--- config.mk ---
export PLATFORM = sky130hd
export DESIGN_NAME = branch_recovery
export DESIGN_NICKNAME = d
export VERILOG_FILES = /design/src/rtl/branch_recovery.sv
export SDC_FILE = /design/constraint.sdc
export NUM_CORES = 1
export LEC_CHECK = 0
export BUFFER_PORTS_ARGS = -buffer_cell sky130_fd_sc_hd__buf_2
export CAP_MARGIN = 40
export CORE_ASPECT_RATIO = 0.5
export CORE_MARGIN = 1
export CORE_UTILIZATION = 43
export CTS_BUF_LIST = sky130_fd_sc_hd__clkbuf_4 sky130_fd_sc_hd__clkbuf_8
export DETAILED_ROUTE_END_ITERATION = 6
export GPL_TIMING_DRIVEN = 0
export PLACE_DENSITY = 0.78
export SLEW_MARGIN = 0
export SYNTH_ARGS = -nofsm -noshare
export SYNTH_HDL_FRONTEND = slang
export SYNTH_SLANG_ARGS = --single-unit
export TNS_END_PERCENT = 20
--- constraint.sdc ---
create_clock -name clk -period 1.8 [get_ports clk]
set_input_delay 0.18 -clock clk [delete_from_list [all_inputs] [get_ports clk]]
set_output_delay 0.18 -clock clk [all_outputs]
set_load 0.03 [all_outputs]
--- src/rtl/branch_recovery.sv ---
// branch_recovery: redirects fetch on branch resolution and walks squashed ROB tags youngest-to-oldest after a mispredict.
module branch_recovery #(
  parameter int ROB_DEPTH = 16,
  parameter int TAG_W = 5
) (
  input  logic             clk,
  input  logic             reset,
  input  logic             fu_b_done,
  input  logic             jalr_bne_signal,
  input  logic             b_mispredict,
  input  logic [TAG_W-1:0] b_mispredict_tag,
  input  logic [31:0]      b_pc,
  input  logic [TAG_W-1:0] rob_fu_b,
  input  logic [TAG_W-1:0] rob_tail,
  input  logic             rollback_ready,
  output logic             recovery_ready,
  output logic             redirect_valid,
  output logic [31:0]      redirect_pc,
  output logic             mispredict,
  output logic [TAG_W-1:0] mispredict_tag,
  output logic             rollback_valid,
  output logic [TAG_W-1:0] rollback_tag,
  output logic             flush_stall
);
  typedef enum logic [1:0] {IDLE, FLUSH, WALK, DONE} state_t;
  state_t state, state_n;
  logic [TAG_W-1:0] walk_ptr, walk_n, stop_p1;
  logic jalr_q, jalr_n, accept, last;
  function automatic logic [TAG_W-1:0] dec(input logic [TAG_W-1:0] t);
    return t == '0 ? TAG_W'(ROB_DEPTH - 1) : t - TAG_W'(1);
  endfunction
  // mispredict_tag doubles as the walk stop point; it only changes on acceptance
  assign stop_p1 = mispredict_tag == TAG_W'(ROB_DEPTH - 1) ? '0 : mispredict_tag + TAG_W'(1);
  assign accept = state == IDLE && fu_b_done;
  assign last = walk_ptr == stop_p1;
  always_comb begin
    state_n = state;
    walk_n = walk_ptr;
    jalr_n = accept && jalr_bne_signal && !b_mispredict;
    case (state)
      IDLE: if (accept && b_mispredict) begin
        state_n = FLUSH;
        walk_n = dec(rob_tail);
      end
      FLUSH: state_n = walk_ptr == mispredict_tag ? DONE : WALK;
      WALK: if (rollback_ready) begin
        state_n = last ? DONE : WALK;
        walk_n = last ? walk_ptr : dec(walk_ptr);
      end
      default: state_n = IDLE;
    endcase
  end
  always_ff @(posedge clk) begin
    if (reset) begin
      state <= IDLE;
      walk_ptr <= '0;
      jalr_q <= 1'b0;
      redirect_pc <= '0;
      mispredict_tag <= '0;
    end else begin
      state <= state_n;
      walk_ptr <= walk_n;
      jalr_q <= jalr_n;
      if (accept && (b_mispredict || jalr_bne_signal)) redirect_pc <= b_pc;
      if (accept && b_mispredict) mispredict_tag <= b_mispredict_tag;
    end
  end
  assign recovery_ready = state == IDLE;
  assign redirect_valid = state == FLUSH || jalr_q;
  assign mispredict = state == FLUSH;
  assign rollback_valid = state == WALK;
  assign rollback_tag = walk_ptr;
  assign flush_stall = state != IDLE;
  logic unused;
  assign unused = ^rob_fu_b;
endmodule

==> results of run 1 <==
[where the power goes]
part	switching [mW]	leakage (nW)	internal, mW
Combinational	1.29	0.950	0.729
Clock	0.362	0.0518	0.319
Sequential	0.145	0.372	1.20
Total	1.79	1.37	2.25
[worst reg2reg max path, cell delays in order (launching register included)]
cell and delay [ns]:
dfxtp_4 0.37, ha_4 0.17, and4_1 0.18, a211oi_2 0.23, nand4bb_4 0.16, o31ai_4 0.34
nor2_1 0.08, o221a_1 0.22
[sequential cells by signal, indices dropped and copies added (netlist names)]
name,cells
jalr_q,1
redirect_pc,32
rollback_tag,5
state,2
mispredict_tag,5
[synth_stat cells, types with 2 or more instances]
master	instances	share of area (%)
xor2_1	4	1.7
nand2b_1	2	0.59
dfxtp_1	45	43
nor3_1	2	0.48
nand3_1	6	1.4
o31ai_1	2	0.71
nor2b_1	2	0.59
a21oi_1	37	8.8
nand2_1	69	12
xnor2_1	2	0.83
nor4b_1	2	0.83
or2_2	2	0.59
clkbuf_1	14	2.5
mux2i_1	7	3.3
inv_1	10	1.8
ha_1	7	4.2
buf_6	2	1.1
nor2_1	18	3.2
[layer usage]
layer	GRT usage [%]	vias to the layer above
li1	-	1066
met1	24.0	957
met2	39.8	39
met3	4.70	2
met4	4.35	0
met5	0	-
[worst max path at each step]
| stage | cells after the start | slack [ns] | end | startpoint |
|---|---|---|---|---|
| final | 7 | -0.04 | rollback_tag[3]$_SDFFE_PP0P_ | mispredict_tag[0]$_SDFFE_PP0P_ |
| after global routing | 7 | -0.16 | rollback_tag[0]$_SDFFE_PP0P_ | mispredict_tag[0]$_SDFFE_PP0P_ |
| after CTS | 7 | -0.05 | rollback_tag[3]$_SDFFE_PP0P_ | mispredict_tag[0]$_SDFFE_PP0P_ |
| after floorplan | 7 | -0.03 | rollback_tag[3]$_SDFFE_PP0P_ | mispredict_tag[1]$_SDFFE_PP0P_ |
| after global placement | 7 | -0.1 | rollback_tag[0]$_SDFFE_PP0P_ | mispredict_tag[1]$_SDFFE_PP0P_ |
| after detailed placement | 7 | -0.13 | rollback_tag[3]$_SDFFE_PP0P_ | mispredict_tag[0]$_SDFFE_PP0P_ |
[cells in the final DEF (no fill, tap or decap), types with 2 or more instances in the layout]
| cell type | n |
|---|---|
| clkbuf_1 | 7 |
| nand3_1 | 6 |
| nor3_1 | 2 |
| mux2i_1 | 7 |
| or2_2 | 2 |
| buf_4 | 5 |
| nand2_1 | 69 |
| xor2_1 | 4 |
| buf_2 | 96 |
| dfxtp_2 | 6 |
| nor2b_1 | 2 |
| buf_6 | 2 |
| nor2_1 | 16 |
| dfxtp_1 | 37 |
| nor2_2 | 2 |
| inv_1 | 10 |
| a21oi_2 | 3 |
| dfxtp_4 | 2 |
| ha_4 | 2 |
| clkbuf_8 | 6 |
| o31ai_1 | 2 |
| clkbuf_2 | 3 |
| xnor2_1 | 2 |
| nor4b_1 | 2 |
| ha_1 | 4 |
| a21oi_1 | 35 |
| nand2b_1 | 2 |
[cells by family (layout without fill, tap and decap cells)]
| group | after synthesis | count (layout) | share of synthesized area, % |
|---|---|---|---|
| XOR/XNOR | 7 | 7 | 3.56 |
| buffers and inverters | 26 | 131 | 5.34 |
| adder cells (fa/ha/maj) | 7 | 7 | 4.16 |
| multiplexers | 8 | 8 | 3.86 |
| AO/OA/AOI/OAI | 53 | 53 | 16.4 |
| AND/OR/NAND/NOR | 110 | 110 | 23.9 |
| flip-flops | 45 | 45 | 42.8 |
[per-stage QoR]
stage               TNS, ns  setup WS [ns]  instance area [µm²]  hold WS, ns  util, %
detailed placement   -0.718         -0.134                 2690        0.407     59.0
floorplan           -0.0509        -0.0318                 2140        0.257        -
finish              -0.0717        -0.0378                 2850        0.103     62.7
global placement     -0.281        -0.0983                 2690        0.405     59.0
global route         -0.561         -0.162                 2850       0.0977     62.7
CTS                 -0.0906        -0.0490                 2830       0.0887     62.1
[layout make-up]
cell class	instances	area [µm²]
flip-flops and latches	45	916
plain buffers	16	86.3
clock inverters	2	17.5
well taps	66	82.6
fillers	398	1700
multi-input cells	185	1130
repair buffers	97	495
clock buffers	6	82.6
inverters	10	37.5
[timing repair]
item / CTS / global route
setup buffers: 4 / 0
endpoints found under the hold margin: 0 / 0
setup endpoints to repair: 26 / 35
resized for setup: 9 / 12
pin swaps: 1 / 2
==> out/metrics.yaml, run 1 <==
num_vias: 2064
dp_cells: 415
min_to: "jalr_q$_SDFF_PP0_"
p_leak_nw: 1.37
synth-main-ff-cell: "dfxtp_1"
avgRoutedWirePerCell_um: 12.1
yosys.cell_types.count: 41
slowest_delay_ns: 0.37
hold_buffers: 0
numCtsBuffers: 5
grt_start_max_net_pins: 16
drc_errors: 0
async_flop_share_pct: 0
setup_violations: 2
violations: "negative setup slack"
r2r_end: "rollback_tag[3]$_SDFFE_PP0P_"
first_pass_iters: 4
ir_drop_uv: 561
layout-drive-gt1-share_pct: 39.1
critPathCaptureType: "flip-flop"
path_cells: "ha_4 > and4_1 > a211oi_2 > nand4bb_4 > o31ai_4 > nor2_1 > o221a_1"
rows: 17
synth_edf_count: 0
cts_tree: "done"
wl_met1_mm: 2.25
layout_setup_ws_ns: -0.0378
area_delta_synth_final_pct: 35.4
core_um2: 4550
die-area_um2: 5200
clock_path_buffers: 2
grt_antenna_before_repair: 0
syn_avg_cell_area_um2: 8.23
worstPathRequired_ns: 1.99
path_delay_family: "compound AO/OA/AOI/OAI gates"
ios: 100
htree_levels: 2
outcome: "complete, but fails checks"
power_density_nw_per_um2: 1420
die_h_um: 51.5
rsz0062_at_grt: "yes"
maxSlewViolCount: 0
reg2reg_from: "mispredict_tag[0]$_SDFFE_PP0P_"
grt_overflow_total: 0
crit_path_start_kind: "flip-flop"
wl_met3_um: 170
synth-seq-cells: 45
root_buffer: "clkbuf_8"
post-route-min-period_ns: 1.84
path_buf_inv: 0
worst_pin_slew_ns: 0.488
nets: 420
clkLatencyLatePin_ns: 0.30
io_buffers: 93
worstRegToRegCells: 7
hpwl_mm: 3.98
hold_violations: 0
top_layer_used: "met4"
syn-instance-count: 256
hold_start: "b_mispredict"
crit_arrival_ns: 2.03
maxSlewHeadroom_pct: 67.5
fin_skew_ns: 0.00813
antenna_cells: 0
syn_nets: 316
cap_violations: 0
first_iter_violations: 58
grt_pass1_wl_mm: 8.39
r2r_slack_ns: -0.04
chipWidth_um: 101
crit_slowest_cell: "dfxtp_4"
grt_util_all_layers_pct: 20.7
wirelength_mm: 5.15
routed_via_density: 4.83
grt_pass1_vias: 1917
cts_sinks: 45
critPathMaxFanout: 6
start_util_pct: 46.3
wl_met2_mm: 2.71
ys_seq_area_share_pct: 42.8
place.gp.congestion: 0.809
crit_type: "reg -> reg"
fmax_ghz: 0.544
min_period_over_period_pct: 102
finalNonFillerCells: 427
p_total_mw: 4.04
netlist_area_um2: 2110
yosys_warnings: 0
holdPathStages: 2
final_antenna_net_count: 0
clk_pin_slew_worst_paths_ns: 0.09
hold_class: "in -> reg"
Power figures use the tool's default switching activity.
==> run 2: changes to the inputs <==
--- a/config.mk
+++ b/config.mk
@@ -13,7 +13,7 @@
 export CTS_BUF_LIST = sky130_fd_sc_hd__clkbuf_4 sky130_fd_sc_hd__clkbuf_8
 export DETAILED_ROUTE_END_ITERATION = 6
 export GPL_TIMING_DRIVEN = 0
-export PLACE_DENSITY = 0.78
+export PLACE_DENSITY = 0.75
 export SLEW_MARGIN = 0
 export SYNTH_ARGS = -nofsm -noshare
 export SYNTH_HDL_FRONTEND = slang
==> constraint.sdc (replaced) <==
create_clock -name clk -period 1.9 [get_ports clk]
set_input_delay 0.19 -clock clk [delete_from_list [all_inputs] [get_ports clk]]
set_output_delay 0.19 -clock clk [all_outputs]
set_load 0.03 [all_outputs]
==> run 2 against run 1 <==
The flow now finishes without violations; critical endpoint is now rollback_tag[0]$_SDFFE_PP0P_; largest cell class unchanged; combinational power down 5%; sequential power down 6%; sequential cell count unchanged; worst hold slack better by 0.0083 ns.
==> out/metrics.yaml, run 2 (synthesis results as in run 1) <==
start_util_pct: 46.3
rsz0062_at_grt: "yes"
worstPathRequired_ns: 2.08
hpwl_mm: 3.95
core_um2: 4550
crit_arrival_ns: 2.06
regMostFlops: "redirect_pc"
routed_via_density: 4.94
swShare_pct: 44.7
power_density_nw_per_um2: 1350
htree_levels: 2
ios: 100
grt_start_max_net_pins: 16
hold_violations: 0
wirelength_mm: 5.15
grt_pass1_vias: 1917
num_vias: 2103
layout-drive-gt1-share_pct: 37.2
chipWidth_um: 101
hold_class: "in -> reg"
fin_skew_ns: 0.00545
die_h_um: 51.5
p_switching_mw: 1.71
post-route-min-period_ns: 1.88
nets: 419
critPathMaxFanout: 6
grt_overflow_total: 0
largest_register_ff_count: 32
numCtsBuffers: 5
maxSlewViolCount: 0
antenna_cells: 0
fin_util_pct: 62.1
first_iter_violations: 68
outcome: "finished, final reports clean"
grt_antenna_before_repair: 0
dpl_cell_area_um2: 2680
root_buffer: "clkbuf_8"
place.gp.congestion: 0.799
avgRoutedWirePerCell_um: 12.1
clk_pin_slew_worst_paths_ns: 0.09
worst_pin_slew_ns: 0.463
io_buffers: 93
ir_drop_uv: 507
p_total_mw: 3.82
cap_violations: 0
postLayoutCellArea_um2: 2830
pwr-share-comb_pct: 49.9
crit_type: "reg -> reg"
final_antenna_net_count: 0
clock_path_buffers: 2
cts_sinks: 45
p_leak_nw: 1.37
first_pass_iters: 4
critPathCaptureType: "flip-flop"
drc_errors: 0
p_clk_share_pct: 17.0
tns_ns: 0
area_delta_synth_final_pct: 34.1
fill_cells: 424
seqPwrFrac_pct: 33.1
die-area_um2: 5200
setup_violations: 0
maxSlewHeadroom_pct: 69.1
p_int_mw: 2.11
final_cell_mix: "buf_2, nand2_1, dfxtp_1"
grt_util_all_layers_pct: 21.1
cts_tree: "done"
min_period_over_period_pct: 98.9
clkLatencyLatePin_ns: 0.30
grt_pass1_wl_mm: 8.47
rows: 17
final_common_cell: "buf_2"
fmax_ghz: 0.532
crit_path_start_kind: "flip-flop"
## run 2: cell count changes in the layout (fill, tap and decap cells not counted), sizes merged
cell    delta
buf        -4
clkbuf     +3
## run 2: final cells by class
type	instances	area, µm²	share of cell area [%]
buffer	16	83.8	2.97
clock buffer	6	82.6	2.92
clock inverter	2	17.5	0.620
inverter	10	37.5	1.33
multi-input combinational	185	1120	39.7
sequential	45	912	32.3
tap	66	82.6	2.92
timing repair buffer	96	488	17.3
## run 2: routing by layer
metal	GRT usage [%]	wire, µm	up-vias
met5	0	0	-
met4	5.80	33	0
met3	4.44	152	6
met2	40.1	2700	49
met1	24.4	2260	988
li1	-	-	1060
## run 2: path summary, 6_finish.rpt
kind | start | cells past startpoint | slack (ns) | endpoint
worst max-delay path | mispredict_tag[0]$_SDFFE_PP0P_ | 7 | 0.02 | rollback_tag[0]$_SDFFE_PP0P_
worst min-delay path | b_mispredict | 2 | 0.11 | jalr_q$_SDFF_PP0_
worst max register to register | mispredict_tag[0]$_SDFFE_PP0P_ | 7 | 0.02 | rollback_tag[0]$_SDFFE_PP0P_
worst min register to register | redirect_pc[7]$_SDFFE_PP0P_ | 2 | 0.45 | redirect_pc[7]$_SDFFE_PP0P_
## run 2: per-stage QoR
| step | cells | setup WS [ns] | hold slack, ns |
|---|---|---|---|
| detailed placement | 415 | -0.0675 | 0.421 |
| floorplan | 256 | 0.0219 | 0.267 |
| global route | 426 | -0.0982 | 0.101 |
| CTS | 426 | 0.00484 | 0.0975 |
| global placement | 415 | -0.0375 | 0.413 |
| finish | 426 | 0.0205 | 0.111 |
## run 2: repair_timing
item	4_1_cts	5_1_grt
setup buffers	3	0
resized for setup	5	12
hold buffers	0	0
endpoints found under the setup margin	12	35
pin swaps	4	2
## run 2: worst max-delay path, cell delays in order, from the launching register on
cell       delay (ns)
dfxtp_4          0.36
ha_4             0.17
and4_1           0.18
a211oi_2         0.28
nand4bb_4        0.16
o31ai_4          0.33
mux2i_1          0.24
nor2_1           0.05
## run 2: power groups by stage
| stage | clock network, mW | logic (mW) | registers, mW |
|---|---|---|---|
| floorplan | 0 | 1.02 | 1.61 |
| global placement | 0 | 1.77 | 1.29 |
| detailed placement | 0 | 1.81 | 1.29 |
| CTS | 0.676 | 1.87 | 1.26 |
| global route | 0.718 | 2.06 | 1.29 |
| finish | 0.651 | 1.91 | 1.26 |
==> run 3: changes to the inputs <==
==> constraint.sdc (replaced) <==
create_clock -name clk -period 2.4 [get_ports clk]
set_input_delay 0.24 -clock clk [delete_from_list [all_inputs] [get_ports clk]]
set_output_delay 0.24 -clock clk [all_outputs]
set_load 0.03 [all_outputs]
==> run 3 against run 2 <==
Core utilization shrank 1.7 points; power shrank 24%; cell area shrank 2.8%; worst hold slack gained 0.043 ns; critical path depth is the same; sequential share of layout area grew 0.52 points; register-to-register slack gained 0.32 ns; cell count shrank 0.70%; highest routed layer unchanged; die area is the same; clock skew grew 0.0011 ns; clock-buffer cell count is the same; first-iteration DRC count grew 2.9%.
==> out/metrics.yaml, run 3 (synthesis results as in run 1) <==
slowest_delay_ns: 0.38
critPathCaptureType: "flip-flop"
clk_pin_slew_worst_paths_ns: 0.08
place_ws_ns: 0.347
final_antenna_net_count: 0
ir_drop_uv: 458
final_common_cell: "buf_2"
core_um2: 4550
critPathMaxFanout: 6
numCtsBuffers: 5
fmax_ghz: 0.486
finalNonFillerCells: 423
num_vias: 2040
htree_levels: 2
rsz0062_at_grt: "no"
dpl_cell_area_um2: 2660
first_pass_iters: 4
drc_errors: 0
cts-resized-gates: 0
p_switching_mw: 1.30
hpwl_mm: 3.97
largest_register_ff_count: 32
clock_path_buffers: 2
regMostFlops: "redirect_pc"
dp_cells: 415
avgRoutedWirePerCell_um: 11.8
rows: 17
p_int_mw: 1.60
clkLatencyLatePin_ns: 0.29
die_h_um: 51.5
post-route-min-period_ns: 2.06
area_delta_synth_final_pct: 30.3
nets: 416
path_delay_family: "compound AO/OA/AOI/OAI gates"
crit_type: "reg -> reg"
grt_pass1_vias: 1965
min_period_over_period_pct: 85.8
fin_hold_ws_ns: 0.154
first_iter_violations: 70
tns_ns: 0
grt_antenna_before_repair: 0
fin_skew_ns: 0.00654
antenna_cells: 0
path_cells: "ha_1 > and4_1 > a211oi_2 > nand4bb_4 > o31ai_4 > nor2_1 > o221a_1"
p_clk_share_pct: 16.2
fill_cells: 419
layout_setup_ws_ns: 0.341
crit_arrival_ns: 2.25
io_buffers: 93
grt_pass1_wl_mm: 8.36
root_buffer: "clkbuf_8"
chipWidth_um: 101
grt_util_all_layers_pct: 20.5
cts_sinks: 45
cts_tree: "done"
swShare_pct: 44.8
hold_violations: 0
maxSlewHeadroom_pct: 68.7
cap_violations: 0
die-area_um2: 5200
crit_slowest_cell: "dfxtp_1"
maxSlewViolCount: 0
final_cell_mix: "buf_2, nand2_1, dfxtp_1"
grt_overflow_total: 0
pwr-share-comb_pct: 49.2
worst_pin_slew_ns: 0.469
routed_via_density: 4.82
start_util_pct: 46.3
ios: 100
power_density_nw_per_um2: 1060
postCtsSetupBuffers: 0
layout-drive-gt1-share_pct: 31.9
hold_buffers: 0
outcome: "finished, final reports clean"
place.gp.congestion: 0.797
hold_class: "in -> reg"
p_leak_nw: 1.32
worstPathRequired_ns: 2.59
setup_violations: 0
wirelength_mm: 5.01
path_buf_inv: 0
crit_path_start_kind: "flip-flop"
postLayoutCellArea_um2: 2750
seqPwrFrac_pct: 34.6
grt_start_max_net_pins: 15
run 3: changes by cell type in the layout (fill, tap and decap cells not counted), moves of 2 or more:
cell        before  now
dfxtp_1         40   45
ha_1             5    7
clkbuf_2         6    0
clkbuf_1         7   14
clkinvlp_4       0    2
dfxtp_4          2    0
buf_4            3    0
dfxtp_2          3    0
run 3: final timing paths:
kind,startpoint,endpoint,slack [ns],cells past startpoint
hold reg to reg,redirect_pc[1]$_SDFFE_PP0P_,redirect_pc[1]$_SDFFE_PP0P_,0.45,2
setup reg to reg,mispredict_tag[0]$_SDFFE_PP0P_,rollback_tag[3]$_SDFFE_PP0P_,0.34,7
hold / removal,b_mispredict,jalr_q$_SDFF_PP0_,0.15,2
setup / recovery,mispredict_tag[0]$_SDFFE_PP0P_,rollback_tag[3]$_SDFFE_PP0P_,0.34,7
run 3: cell type report:
class | instances | area (µm²) | share of cell area (%)
multi-input combinational | 185 | 1090 | 39.8
sequential | 45 | 901 | 32.8
timing repair buffer | 93 | 465 | 16.9
tap | 66 | 82.6 | 3.01
clock buffer | 6 | 76.3 | 2.78
buffer | 16 | 75.1 | 2.73
inverter | 10 | 37.5 | 1.37
clock inverter | 2 | 15.0 | 0.547
run 3: power groups by stage:
stage | Combinational (mW) | Sequential (mW) | Clock (mW)
global route | 1.56 | 1.03 | 0.516
CTS | 1.43 | 1.01 | 0.484
detailed placement | 1.43 | 1.02 | 0
floorplan | 0.806 | 1.27 | 0
finish | 1.43 | 1.00 | 0.470
global placement | 1.39 | 1.01 | 0
run 3: metal layers:
layer	GRT usage (%)	wire [µm]	up-vias
met1	22.9	2120	936
met5	0	0	-
met4	5.07	16	0
met3	4.70	225	2
li1	-	-	1055
met2	40.1	2640	47
run 3: metrics by stage:
stage                     total power [mW]  util (%)
final                                 2.90      60.3
after global routing                  3.10      60.3
after CTS                             2.92      60.3
after detailed placement              2.45      58.3
after global placement                2.40      58.3
after floorplan                       2.07         -
run 3: worst reg2reg max path, stage by stage, from the launching register on:
cell,delay (ns)
dfxtp_1,0.38
ha_1,0.29
and4_1,0.23
a211oi_2,0.27
nand4bb_4,0.16
o31ai_4,0.33
nor2_1,0.09
o221a_1,0.22
